$ cat src/rtl/beta_exe_lsu.sv
// ---------------------------------------------------------------------------
// beta_exe_lsu -- Load & Store Unit of the exe stage.
//
// Accepts one load/store request from the exe-stage control unit, turns it
// into a single transaction on an OBI-style data-memory port, and returns
// aligned, sign/zero-extended load data to the exe result mux.
//
// Ports:
//   clk_i, rst_i          clock, synchronous active-high reset
//   lsu_en_i              request strobe (sampled only when idle)
//   lsu_op_i              0 = load, 1 = store
//   lsu_op_size_i         00 byte, 01 half, 10 word, 11 illegal
//   lsu_unsigned_i        1 = zero-extend load data, 0 = sign-extend
//   lsu_addr_i            effective byte address
//   lsu_wdata_i           store data, LSB-aligned
//   lsu_busy_o            operation in progress
//   lsu_rdata_o           formatted load result (held until next load)
//   lsu_done_o            one-cycle completion pulse
//   lsu_misaligned_o      one-cycle pulse on misaligned/illegal request
//   data_req_o .. data_wdata_o   memory request side
//   data_gnt_i, data_rvalid_i, data_rdata_i   memory response side
// ---------------------------------------------------------------------------
module beta_exe_lsu #(
    parameter int DataWidth = 32
) (
    input  logic                 clk_i,
    input  logic                 rst_i,
    input  logic                 lsu_en_i,
    input  logic                 lsu_op_i,
    input  logic [1:0]           lsu_op_size_i,
    input  logic                 lsu_unsigned_i,
    input  logic [DataWidth-1:0] lsu_addr_i,
    input  logic [DataWidth-1:0] lsu_wdata_i,
    output logic                 lsu_busy_o,
    output logic [DataWidth-1:0] lsu_rdata_o,
    output logic                 lsu_done_o,
    output logic                 lsu_misaligned_o,
    output logic                 data_req_o,
    output logic [DataWidth-1:0] data_addr_o,
    output logic                 data_we_o,
    output logic [3:0]           data_be_o,
    output logic [DataWidth-1:0] data_wdata_o,
    input  logic                 data_gnt_i,
    input  logic                 data_rvalid_i,
    input  logic [DataWidth-1:0] data_rdata_i
);

    typedef enum logic [2:0] {
        S_IDLE = 3'd0,
        S_REQ  = 3'd1,
        S_WAIT = 3'd2,
        S_DONE = 3'd3,
        S_ERR  = 3'd4
    } state_t;

    state_t               r_state;
    state_t               w_next;

    logic                 r_op;
    logic [1:0]           r_size;
    logic                 r_unsigned;
    logic [DataWidth-1:0] r_addr;
    logic [DataWidth-1:0] r_wdata;
    logic [DataWidth-1:0] r_rdata;

    logic [3:0]           w_be;
    logic [DataWidth-1:0] w_lane_wdata;
    logic [DataWidth-1:0] w_load_fmt;

    // Size 11 is never legal; half needs an even address, word a 4-aligned one.
    function automatic logic is_misaligned(input logic [1:0] size, input logic [1:0] off);
        logic res;
        case (size)
            2'b00:   res = 1'b0;
            2'b01:   res = off[0];
            2'b10:   res = (off != 2'b00);
            default: res = 1'b1;
        endcase
        return res;
    endfunction

    function automatic logic [3:0] byte_enable(input logic [1:0] size, input logic [1:0] off);
        logic [3:0] be;
        case (size)
            2'b00:   be = 4'b0001 << off;
            2'b01:   be = 4'b0011 << {off[1], 1'b0};
            default: be = 4'b1111;
        endcase
        return be;
    endfunction

    // Replicate the store data across all lanes so the byte enables alone
    // select which bytes memory writes.
    function automatic logic [31:0] lane_wdata(input logic [1:0] size, input logic [31:0] wd);
        logic [31:0] res;
        case (size)
            2'b00:   res = {4{wd[7:0]}};
            2'b01:   res = {2{wd[15:0]}};
            default: res = wd;
        endcase
        return res;
    endfunction

    // Shift the addressed lane down to bit 0, then extend to 32 bits.
    function automatic logic [31:0] format_load(input logic [31:0] rd, input logic [1:0] size,
                                                input logic [1:0] off, input logic uns);
        logic        [31:0] sh;
        logic signed [7:0]  sh_b;
        logic signed [15:0] sh_h;
        logic signed [31:0] sext;
        logic        [31:0] res;
        sh   = rd >> {off, 3'b000};
        sh_b = signed'(sh[7:0]);
        sh_h = signed'(sh[15:0]);
        case (size)
            2'b00: begin
                sext = 32'(sh_b);
                res  = uns ? {24'd0, sh[7:0]} : unsigned'(sext);
            end
            2'b01: begin
                sext = 32'(sh_h);
                res  = uns ? {16'd0, sh[15:0]} : unsigned'(sext);
            end
            default: begin
                sext = signed'(sh);
                res  = sh;
            end
        endcase
        return res;
    endfunction

    assign w_be         = byte_enable(r_size, r_addr[1:0]);
    assign w_lane_wdata = lane_wdata(r_size, r_wdata);
    assign w_load_fmt   = format_load(data_rdata_i, r_size, r_addr[1:0], r_unsigned);

    // State register, request capture and load-result register
    always_ff @(posedge clk_i) begin
        if (rst_i) begin
            r_state <= S_IDLE;
            r_rdata <= '0;
        end else begin
            r_state <= w_next;
            if (r_state == S_WAIT && data_rvalid_i && !r_op) begin
                r_rdata <= w_load_fmt;
            end
        end
    end

    // Request fields carry no control meaning on their own, so they are
    // captured without reset; every output that uses them is state-gated.
    always_ff @(posedge clk_i) begin
        if (r_state == S_IDLE && lsu_en_i) begin
            r_op       <= lsu_op_i;
            r_size     <= lsu_op_size_i;
            r_unsigned <= lsu_unsigned_i;
            r_addr     <= lsu_addr_i;
            r_wdata    <= lsu_wdata_i;
        end
    end

    // Next-state logic
    always_comb begin
        w_next = r_state;
        case (r_state)
            S_IDLE: begin
                if (lsu_en_i) begin
                    w_next = is_misaligned(lsu_op_size_i, lsu_addr_i[1:0]) ? S_ERR : S_REQ;
                end
            end
            S_REQ:   if (data_gnt_i)    w_next = S_WAIT;
            S_WAIT:  if (data_rvalid_i) w_next = S_DONE;
            S_DONE:  w_next = S_IDLE;
            S_ERR:   w_next = S_IDLE;
            default: w_next = S_IDLE;
        endcase
    end

    // Moore outputs decoded from the registered state, so busy rises the
    // cycle after the request is sampled and everything is 0 out of reset.
    always_comb begin
        lsu_busy_o       = (r_state == S_REQ) || (r_state == S_WAIT) || (r_state == S_ERR);
        lsu_done_o       = (r_state == S_DONE);
        lsu_misaligned_o = (r_state == S_ERR);
        data_req_o       = (r_state == S_REQ);
        data_addr_o      = '0;
        data_we_o        = 1'b0;
        data_be_o        = 4'b0000;
        data_wdata_o     = '0;
        if (r_state == S_REQ) begin
            data_addr_o  = {r_addr[DataWidth-1:2], 2'b00};
            data_we_o    = r_op;
            data_be_o    = w_be;
            data_wdata_o = w_lane_wdata;
        end
    end

    assign lsu_rdata_o = r_rdata;

endmodule

$ cat config.mk
export PLATFORM = sky130hd
export DESIGN_NAME = beta_exe_lsu
export DESIGN_NICKNAME = d
export VERILOG_FILES = /design/src/rtl/beta_exe_lsu.sv
export SDC_FILE = /design/constraint.sdc
export NUM_CORES = 1
export LEC_CHECK = 0
export BUFFER_PORTS_ARGS = -buffer_cell sky130_fd_sc_hd__buf_4
export CAP_MARGIN = 10
export CORE_ASPECT_RATIO = 1.1
export CORE_UTILIZATION = 43
export CTS_CLUSTER_DIAMETER = 50
export DETAILED_ROUTE_END_ITERATION = 10
export PLACE_DENSITY = 0.77
export SYNTH_ARGS = -nofsm -noshare
export SYNTH_HDL_FRONTEND = slang
export SYNTH_SLANG_ARGS = --single-unit
$ cat constraint.sdc
create_clock -name clk_i -period 4.45 [get_ports clk_i]
set_input_delay 1.1125 -clock clk_i [delete_from_list [all_inputs] [get_ports clk_i]]
set_output_delay 1.1125 -clock clk_i [all_outputs]
set_load 0.01 [all_outputs]
# == Word level (Yosys, flattened, before mapping) ==
# Index checks and enable logic that the tools add are counted.
# word_totals
regBits,103
in_bits,105
out_inout_bits,105
word_cells,48
# classes
n_eq_ne,10
n_shift,3
mux,17
n_reduce_logical,11
# ops
op,count
2-to-1 mux 32 bit,4
case mux 32 bit (2 select lines),2
right shift 32 x 5 -> 32 bit,1
2-to-1 mux 3 bit,4
case mux 3 bit (3 select lines),1
case mux 4 bit (2 select lines),1
"equality test 3 x 2 -> 1 bit, second input constant",2
"equality test 2 x 1 -> 1 bit, second input constant",2
logical NOT 2 bit,2
2-to-1 mux 4 bit,1
"!= test 2 bit, second input constant",2
"<< shifter 1 x 2 -> 4 bit, first input constant",1
"<< shifter 2 x 2 -> 4 bit, first input constant",1
"equality test 3 x 1 -> 1 bit, second input constant",1
"equality test 3 bit, second input constant",1
logical AND 1 bit,3
logical NOT 3 bit,1
2-to-1 mux 1 bit,3
case mux 1 bit (3 select lines),1
AND reduction 3 bit,1
"equality test 2 bit, second input constant",1
logical OR 1 bit,2
"!= test 2 x 1 -> 1 bit, second input constant",1
nonzero test 2 bit,1
logical NOT 1 bit,1

# == Logic depth before layout (Yosys ltp) ==
# logic_depth
ltp_word,7
depth_mapped,6
depth_no_buf,5

# == Worst setup path after synthesis ==
# Ideal clock, no wire load.
# synth_path
path_kind,input -> register
start,input lsu_en_i
end,register r_addr[0] (enable)
setup_time_ns,0.495
t_arrival_ns,4.018
required_ns,3.955
path_slack_ns,-0.063
cell_stages,2
n_path_buf,0
path_cell_list,nand2_1 nor2_1
# synth_between
elab_chain_len,1
# synth_lines
item,line,rtl
from (decl),28,"input logic lsu_en_i,"
logical AND 1 bit,152,if (r_state == S_IDLE && lsu_en_i) begin
to (signal assigned),156,r_addr <= lsu_addr_i;
to (decl),62,logic [DataWidth-1:0] r_addr;
# No other way between the ends.
# A chain may end at the register's enable or synchronous reset.

# == Worst setup path in the final report ==
# layout_path
start,register r_state[2]
end,output data_be_o[3]
# layout_between
elab_chain_len,2
# layout_lines
item,line,rtl
from (decl),56,state_t r_state;
from (signal assigned),142,r_state <= w_next;
equality test 3 x 1 -> 1 bit,189,if (r_state == S_REQ) begin
2-to-1 mux 4 bit,189,
to (decl),41,"output logic [3:0] data_be_o,"
# No other way between the ends.

==> results.py <==
metrics = {
    "outcome": {
        "status": "complete, no violations",
    },
    "cells_and_area": {
        "area_growth_pct": 40.6,
        "design.final.nets": 728,
        "antenna_cells": 0,
        "post-route-util_pct": 62.7,
        "drive_gt1_share_pct": 38.1,
    },
    "setup_path": {
        "critical_path_depth": 7,
        "startpoint_type": "flop",
        "timing.critical_path.to_type": "output port",
        "critPathLaunch": "r_state[2]$_SDFFE_PP0P_",
        "critical_path.reg2reg.startpoint": "r_size[1]$_DFFE_PP_",
        "path_class": "flop to output port",
        "critical_path.n_buffers_inverters": 3,
        "critPathRequiredTime_ns": 3.34,
        "path_cells": "nor2_2 > buf_8 > nand2_1 > inv_1 > o21ai_0 > a21oi_1 > buf_4",
        "max_stage_delay_ns": 0.53,
        "timing.critical_path.slowest_stage_cell": "sky130_fd_sc_hd__nand2_1",
        "critical_path_peak_fanout": 33,
        "critical_path.reg2reg.endpoint": "lsu_rdata_o[30]$_SDFFE_PP0P_",
        "rr_worst_depth": 4,
        "cp-endpoint": "data_be_o[3]",
        "critPathArrivalTime_ns": 2.61,
        "timing.reg2reg.setup_slack_ns": 1.72,
        "critical-path-top-delay-family": "simple AND/OR/NAND/NOR gates",
    },
    "flow_run": {
        "max_cap_violations": 0,
    },
    "global_routing": {
        "grt_first_pass_wirelength_mm": 20.5,
        "globalRouteTotalUtil_pct": 23.9,
        "gr_overflow_total": 0,
        "grt_max_degree": 69,
        "grt_antenna_before_repair": 0,
        "vias_in_the_first_global_route": 4140,
    },
    "placement": {
        "port-buffer-count": 207,
        "post-dp-hpwl_mm": 9.76,
        "dp_slack_ns": 0.361,
        "routabilityCongestion": 0.907,
    },
    "yosys": {
        "synth_top_cells_by_area": "sky130_fd_sc_hd__edfxtp_1 (44%), sky130_fd_sc_hd__dfxtp_1 (15%), sky130_fd_sc_hd__mux2i_1 (6.6%)",
        "synth.largest_area_cell": "sky130_fd_sc_hd__edfxtp_1",
        "netlist.area_leader.share_pct": 43.7,
        "synthesis.instances": 436,
        "synth.most_common_cell": "sky130_fd_sc_hd__edfxtp_1",
        "syn-cell-area_sq_um": 4680,
        "synth.yosys.seq_area_share_pct": 58.6,
        "count_of_state_elements_after_synthesis": 103,
        "ys_warn_count": 0,
        "synth_common_cells": "sky130_fd_sc_hd__edfxtp_1 (68), sky130_fd_sc_hd__nand2_1 (60), sky130_fd_sc_hd__nor2_1 (56)",
        "share_of_flip_flops_with_an_asynchronous_set_or_reset_pct": 0,
        "synth_enable_flop_cells": 68,
        "synthFlopType": "sky130_fd_sc_hd__edfxtp_1",
        "postSynthAreaPerCell_sq_um": 10.7,
        "synth_cell_types": 37,
    },
    "timing": {
        "layout_setup_ws_ns": 0.723,
        "grt_setup_unrepaired": "no",
        "fin_tns_setup_ns": 0,
        "relSlewSlack_pct": 23.0,
        "finalClockSkew_ns": 0.00439,
        "hold_violations": 0,
        "tightest_slew_ns": 1.15,
        "timing.final.max_slew_violations": 0,
        "final_min_period_over_clock_period_pct": 83.7,
        "setup-violations-final": 0,
        "final_period_minus_worst_setup_slack_ns": 3.73,
        "timing.fmax_ghz": 0.268,
        "fin_hold_ws_ns": 0.456,
    },
    "clocking": {
        "cts.clk_slew.worst_paths_ns": 0.06,
        "cts-buffers-inserted": 9,
        "post_cts_resize_count": 0,
        "tritoncts": "built",
        "number_of_hold_buffers_added_after_cts": 0,
        "source_to_sink_clock_delay_at_the_later_pin_of_the_worst_skew_pair_ns": 0.33,
        "root_buffer": "sky130_fd_sc_hd__clkbuf_16",
        "clockBufferDepth": 2,
        "cts.sinks": 103,
        "post_cts_buffers": 0,
        "htreeDepth": 3,
    },
    "die": {
        "start_util_pct": 44.6,
        "die_h_um": 111,
        "die-width_um": 101,
        "core_area_sq_um": 10500,
        "floorplan.die_area_sq_um": 11300,
        "pin_count": 210,
        "num_rows": 39,
    },
    "power": {
        "reported_leakage_power_nw": 2.92,
        "power.density_nw_per_um2": 333,
        "power.total_w": 0.00219,
        "share_comb_of_total_power_pct": 16.4,
        "fraction_of_power_spent_switching_nets_pct": 25.1,
        "power.share.sequential_pct": 52.0,
        "p_clk_share_pct": 31.7,
        "vdd.ir_drop.worst_uv": 278,
        "power_switching_w": 0.000550,
        "p_int_w": 0.00164,
    },
    "route": {
        "drcViolationCount": 0,
        "wl_mm": 13.2,
        "detail_route.vias_per_cell": 5.22,
        "drtIter0Drc": 158,
        "drt-pass1-iter-count": 4,
        "route.vias.total": 4023,
        "detail_route.wl_per_cell_um": 17.1,
        "detail-route-antenna-nets": 0,
    },
    "min_path": {
        "worstHoldPathType": "flop to flop",
    },
}
[stage by stage]
| stage | cells | cell area (sq um) |
|---|---|---|
| after floorplan | 437 | 4680 |
| after global placement | 754 | 6300 |
| after detailed placement | 754 | 6300 |
| after CTS | 770 | 6560 |
| after global routing | 771 | 6580 |
| final | 771 | 6580 |
[layer usage]
layer  wire, um  vias up  global-route usage (%)
met3       1210       30                    7.72
met2       6360      199                    38.8
met4        466        0                    12.5
li1           -     1939                       -
met1       5180     1855                    28.1
met5          0        -                       0
[worst min-delay path, stage by stage (launching register included)]
cell and delay, ns:
sky130_fd_sc_hd__dfxtp_1 0.31, sky130_fd_sc_hd__nand2_1 0.05, sky130_fd_sc_hd__a21oi_1 0.05
[cell type report]
cell class	count	area, sq um
clock buffer	11	233
clock inverter	5	25.0
fill	859	3920
inverter	4	15.0
multi-input combinational	293	1780
sequential	103	2740
tap	143	179
timing repair buffer	212	1600
[layout by cell type (no fill, tap or decap), types with 2 or more instances in the layout]
cell type                   netlist  routed
sky130_fd_sc_hd__mux2_2           8       8
sky130_fd_sc_hd__clkinv_1         1       3
sky130_fd_sc_hd__clkbuf_1        27       2
sky130_fd_sc_hd__mux2i_1         31      31
sky130_fd_sc_hd__nor3_1           3       3
sky130_fd_sc_hd__and3b_1          2       2
sky130_fd_sc_hd__nor2_1          56      54
sky130_fd_sc_hd__and3_1          39      39
sky130_fd_sc_hd__dfxtp_1         35      35
sky130_fd_sc_hd__edfxtp_1        68      68
sky130_fd_sc_hd__clkbuf_16        0       9
sky130_fd_sc_hd__a211oi_1        24      24
sky130_fd_sc_hd__a21oi_1         30      30
sky130_fd_sc_hd__o211ai_1         7       7
sky130_fd_sc_hd__buf_4            2     211
sky130_fd_sc_hd__o21ai_0          4       4
sky130_fd_sc_hd__nor2b_1          4       4
sky130_fd_sc_hd__conb_1           1       2
sky130_fd_sc_hd__inv_1            3       3
sky130_fd_sc_hd__nand2_1         60      60
sky130_fd_sc_hd__nand2b_1         2       2
sky130_fd_sc_hd__o2bb2ai_1        7       7
sky130_fd_sc_hd__nand3_1          2       2
[registers in the layout, indices dropped and copies added, names as in the netlist]
name and count:
r_size 2, r_op 1, r_addr 32, r_unsigned 1, r_wdata 32, lsu_rdata_o 32
r_state 3
[how the worst min path moves through the flow]
stage | start | to | slack, ns | cells past startpoint
floorplan | lsu_rdata_o[0]$_SDFFE_PP0P_ | lsu_rdata_o[0]$_SDFFE_PP0P_ | 0.48 | 2
CTS | lsu_rdata_o[6]$_SDFFE_PP0P_ | lsu_rdata_o[6]$_SDFFE_PP0P_ | 0.46 | 2
global placement | lsu_rdata_o[7]$_SDFFE_PP0P_ | lsu_rdata_o[7]$_SDFFE_PP0P_ | 0.45 | 2
finish | lsu_rdata_o[6]$_SDFFE_PP0P_ | lsu_rdata_o[6]$_SDFFE_PP0P_ | 0.46 | 2
detailed placement | lsu_rdata_o[6]$_SDFFE_PP0P_ | lsu_rdata_o[6]$_SDFFE_PP0P_ | 0.45 | 2
global route | lsu_rdata_o[5]$_SDFFE_PP0P_ | lsu_rdata_o[5]$_SDFFE_PP0P_ | 0.48 | 2
[power groups by stage]
| stage | clock (W) | sequential, W | combinational [W] |
|---|---|---|---|
| after floorplan | 0 | 0.00113 | 0.000196 |
| after global placement | 0 | 0.00116 | 0.000351 |
| after detailed placement | 0 | 0.00116 | 0.000356 |
| after CTS | 0.000712 | 0.00114 | 0.000358 |
| after global routing | 0.000745 | 0.00114 | 0.000389 |
| final | 0.000694 | 0.00114 | 0.000358 |
[cell families (layout without fill, tap and decap cells)]
family / Yosys count / count (layout) / share of synthesized area [%]
flops: 103 / 103 / 58.6
mux: 40 / 40 / 9.04
simple gates: 174 / 174 / 17.3
compound gates: 77 / 77 / 11.2
buf+inv: 41 / 232 / 3.75
other cells: 1 / 2 / 0.0802
Power figures use the tool's default switching activity.
